--- src/rtl/rv32i_wb_arbiter.sv ---
// Writeback arbiter: per-source one-entry hold registers drained round-robin
// into the single integer register-file write port.
module rv32i_wb_arbiter #(
  parameter int NUM_SRC    = 3,
  parameter int DATA_W     = 32,
  parameter int REG_ADDR_W = 5
) (
  input  logic                          CLK,
  input  logic                          RST,
  input  logic                          flush,
  input  logic [NUM_SRC-1:0]            src_valid,
  input  logic [NUM_SRC*REG_ADDR_W-1:0] src_rd,
  input  logic [NUM_SRC*DATA_W-1:0]     src_data,
  output logic [NUM_SRC-1:0]            src_ready,
  output logic                          rf_wen,
  output logic [REG_ADDR_W-1:0]         rf_rd,
  output logic [DATA_W-1:0]             rf_wdata,
  output logic                          dup_rd_err
);

  localparam int PTR_W = (NUM_SRC > 1) ? $clog2(NUM_SRC) : 1;

  typedef logic [DATA_W-1:0] word_t;

  logic [NUM_SRC-1:0]    vld_p0;
  logic [REG_ADDR_W-1:0] rd_p0   [NUM_SRC];
  word_t                 data_p0 [NUM_SRC];

  logic [PTR_W-1:0]   rr_ptr;
  logic [PTR_W-1:0]   scan_idx;
  logic [PTR_W-1:0]   winner;
  logic [NUM_SRC-1:0] grant;
  logic               any_grant;
  logic               dup_hit;

  // Round-robin search starts one past the last winner; flush suppresses any grant.
  always_comb begin
    grant     = '0;
    any_grant = 1'b0;
    winner    = '0;
    scan_idx  = '0;
    for (int k = 0; k < NUM_SRC; k++) begin
      scan_idx = PTR_W'((int'(rr_ptr) + 1 + k) % NUM_SRC);
      if (!flush && !any_grant && vld_p0[scan_idx]) begin
        any_grant = 1'b1;
        winner    = scan_idx;
      end
    end
    if (any_grant) grant[winner] = 1'b1;
  end

  assign src_ready = flush ? '0 : (~vld_p0 | grant);

  always_comb begin
    dup_hit = 1'b0;
    for (int i = 0; i < NUM_SRC; i++) begin
      for (int j = i + 1; j < NUM_SRC; j++) begin
        if (vld_p0[i] && vld_p0[j] && (rd_p0[i] == rd_p0[j]) && (rd_p0[i] != '0))
          dup_hit = 1'b1;
      end
    end
  end

  // Stage p0: hold registers (a draining entry may reload in the same cycle)
  always_ff @(posedge CLK or posedge RST) begin
    if (RST) begin
      vld_p0 <= '0;
    end else begin
      for (int i = 0; i < NUM_SRC; i++) begin
        if (flush)
          vld_p0[i] <= 1'b0;
        else if (src_valid[i] && src_ready[i])
          vld_p0[i] <= 1'b1;
        else if (grant[i])
          vld_p0[i] <= 1'b0;
      end
    end
  end

  always_ff @(posedge CLK) begin
    for (int i = 0; i < NUM_SRC; i++) begin
      if (src_valid[i] && src_ready[i]) begin
        rd_p0[i]   <= src_rd[i*REG_ADDR_W +: REG_ADDR_W];
        data_p0[i] <= src_data[i*DATA_W +: DATA_W];
      end
    end
  end

  // Stage p1: registered write port, arbitration pointer and sticky error
  always_ff @(posedge CLK or posedge RST) begin
    if (RST) begin
      rr_ptr     <= PTR_W'(NUM_SRC - 1);
      rf_wen     <= 1'b0;
      rf_rd      <= '0;
      rf_wdata   <= '0;
      dup_rd_err <= 1'b0;
    end else begin
      rf_wen <= any_grant && (rd_p0[winner] != '0);
      if (any_grant) begin
        rr_ptr   <= winner;
        rf_rd    <= rd_p0[winner];
        rf_wdata <= data_p0[winner];
      end
      if (dup_hit) dup_rd_err <= 1'b1;
    end
  end

endmodule

--- config.mk ---
export PLATFORM = sky130hd
export DESIGN_NAME = rv32i_wb_arbiter
export DESIGN_NICKNAME = d
export VERILOG_FILES = /design/src/rtl/rv32i_wb_arbiter.sv
export SDC_FILE = /design/constraint.sdc
export NUM_CORES = 1
export LEC_CHECK = 0
export BUFFER_PORTS_ARGS = -buffer_cell sky130_fd_sc_hd__buf_2
export CAP_MARGIN = 20
export CORE_UTILIZATION = 35
export DETAILED_ROUTE_END_ITERATION = 8
export HOLD_SLACK_MARGIN = 0.1
export PLACE_DENSITY = 0.57
export SYNTH_ARGS = -nofsm -noshare
export SYNTH_HDL_FRONTEND = slang
export SYNTH_SLANG_ARGS = --single-unit
--- constraint.sdc ---
create_clock -name CLK -period 7 [get_ports CLK]
set_input_delay 1.05 -clock CLK [delete_from_list [all_inputs] [get_ports CLK]]
set_output_delay 1.05 -clock CLK [all_outputs]
set_load 0.1 [all_outputs]
==> reports/results.ini <==
[run_status]
status = complete, no violations

[grt]
gr-total-overflow = 0
grt.total_usage_pct = 16.9
grt_pass1_vias = 4061
antenna_found_initial = 0
grt_max_degree = 51
grt_pass1_wl_mm = 21.9

[worst_setup_path]
critPathMaxStageDelay_ps = 550
critPathRequiredTime_ps = 5950
reg2reg_depth = 8
critPathKind = flop to output pin
r2r_start = rr_ptr[0]
endpoint_kind = output pin
crit_arrival_ps = 2990
startpoint = rr_ptr[0]
cp_max_fo = 12
crit_path_cell_trace = inv_1, ha_1, mux2i_1, o22ai_2, o31ai_4, nor3_2, a21oi_1, nor2_1, buf_2
cp-start-kind = flop
slowest_stage = o31ai_4

[yosys]
yosys.area_share.simple_pct = 7.79
synth_top_family_by_area = compound AO/OA/AOI/OAI gates
synth_top_cell_by_area = edfxtp_1
ys_ff_latch = 155
synth_compound_area_share_pct = 11.5
syn_area_per_cell_um2 = 14.8
synth_fa_ha_area_share_pct = 0.844
ys_async_sr_fraction_pct = 28.4
synth-main-ff-cell = edfxtp_1
synth_edf_count = 111
synth_fp_nets = 521
syn_area_um2 = 5930
yosysSeqAreaShare_pct = 74.8
synth.area.top_cells = edfxtp_1 (56%), dfrtp_1 (18%), a22oi_1 (2.8%)
yosysUniqueCellTypes = 46
netlist_instances = 400
synth_top_cell_area_share_pct = 56.2
yosysWarnings = 0
synth_xor_area_share_pct = 2.07
synth.area.mux_share_pct = 0.507

[sta]
tns_ps = 0
grt_setup_unrepaired = no
worst_slew_pin_slew_ps = 1030
relSlewSlack_pct = 31.5
setup_viol = 0
fmax_mhz = 247
fin_ws_ps = 2960
period_share_pct = 57.8
fin_crit_ps = 4040
hold_viol = 0
finClkSkew_ps = 8.63
slew_violations = 0

[clocking]
cts_sinks = 155
insertion_delay_ps = 410
postCtsHoldBufs = 0
htreeDepth = 4
cts_root_buffer = clkbuf_16
numCtsBuffers = 17
cts.path.max_buffers = 2
post_cts_buffers = 0
cts_tree = built
ctsResizeCount = 0
cts.clk_slew.worst_paths_ps = 60

[min_path]
min_delay_path_depth = 2
hold_path.startpoint = data_p0[0][27]
hp-class = flop to flop

[power]
max-vdd-ir-drop_uv = 238
p_leak_nw = 3.04
powerDensity_nw_per_um2 = 485

[drt]
via_count = 3932
firstDrtPassIters = 6
drt-initial-drc-count = 348
wire_per_inst_um = 17.9
drcViolationCount = 0
wl_mm = 14.2
drtAntennaViolNets = 0
viasPerCell = 4.95

[die]
die_h_um = 132
floorplan.initialDensity_pct = 35.7
num_rows = 47
coreArea_um2 = 16600
dieArea_um2 = 17500
die_w_um = 132
boundaryPins = 159

[final_layout]
nets = 682
mostFrequentLayoutCell = buf_2
antenna_cells = 0
final-instance-count-excl-fill = 794
final_cell_mix = buf_2 (158), edfxtp_1 (111), dfrtp_1 (43), nand2_1 (40), nor2_1 (27)
area_growth_pct = 27.9
drive_above_1_share_pct = 35.7

[placed_design]
place_ws_ps = 3150
hpwl_mm = 9.01
globalplace.congestion = 0.873
port_buffers = 158
dp.cells = 759

[flow_run]
maxCapViolCount = 0

## cells in the mapped netlist, drive strengths merged (3+ instances only)
library cell / n
edfxtp: 111
dfrtp: 43
nand2: 40
nor2: 27
a22oi: 22
a31oi: 20
a222oi: 14
clkbuf: 12
nand3: 12
buf: 11
xor2: 11
inv: 9
a21oi: 7
o21ai: 7
nor4: 6
and2: 4
ha: 4
a21o: 3
a221oi: 3
mux2i: 3
xnor2: 3
## worst max-delay path: cells and delay by family (launching register included)
family / cells / cell delay [ps]
compound gates: 3 / 1000
fa+ha+maj: 1 / 420
flops: 1 / 390
buf+inv: 2 / 380
mux: 1 / 240
simple gates: 2 / 170
## sequential cells by signal, summed over array words and instances, names as in the netlist
signal	cells
data_p0	96
rf_wdata	32
rd_p0	15
rf_rd	5
vld_p0	3
rr_ptr	2
dup_rd_err	1
rf_wen	1
## power by group
group	switching (W)	total (W)	leakage (nW)	internal [W]
logic	0.00125	0.00154	1.23	0.000291
clock network	0.000343	0.000870	0.267	0.000527
registers	0.000100	0.00127	1.55	0.00117
## layout make-up
cell class / count / area [um^2]
multi-input combinational: 213 / 1380
sequential: 155 / 4440
tap: 220 / 275
clock buffer: 26 / 499
inverter: 9 / 33.8
timing repair buffer: 165 / 896
fill: 1539 / 9000
clock inverter: 6 / 66.3
## cell families (layout without fill, tap and decap cells)
family / after synthesis / count (layout)
and+or+nand+nor: 103 / 103
AOI/OAI and AO/OA: 89 / 89
buffers and inverters: 32 / 206
muxes: 3 / 3
DFF: 155 / 155
xor gates and xnor gates: 14 / 14
adders and majority gates: 4 / 4
## final timing paths
check                                 endpoint  slack, ps
worst max-delay path              src_ready[0]       2960
worst min-delay path              rf_wdata[27]        460
worst max register to register  data_p0[2][27]       3680
worst min register to register    rf_wdata[27]        460
max in group asynchronous            rr_ptr[1]       5810
min in group asynchronous          rf_wdata[8]        610
## routing by layer
layer	track usage [%]	share of wire, %	vias up
li1	-	-	1857
met1	21.2	44	1911
met2	28.3	50	152
met3	4.65	5.6	12
met4	5.75	1.0	0
met5	0	0	-
## metrics by stage
step	utilization, %	total power [W]	cell area, um^2	hold slack, ps
4_1_cts	45.3	0.00370	7510	466
3_5_place_dp	41.9	0.00283	6940	452
5_1_grt	45.7	0.00384	7580	489
2_1_floorplan	-	0.00251	5930	441
3_3_place_gp	41.9	0.00280	6940	450
6_report	45.7	0.00368	7580	459
Power figures use the tool's default switching activity.
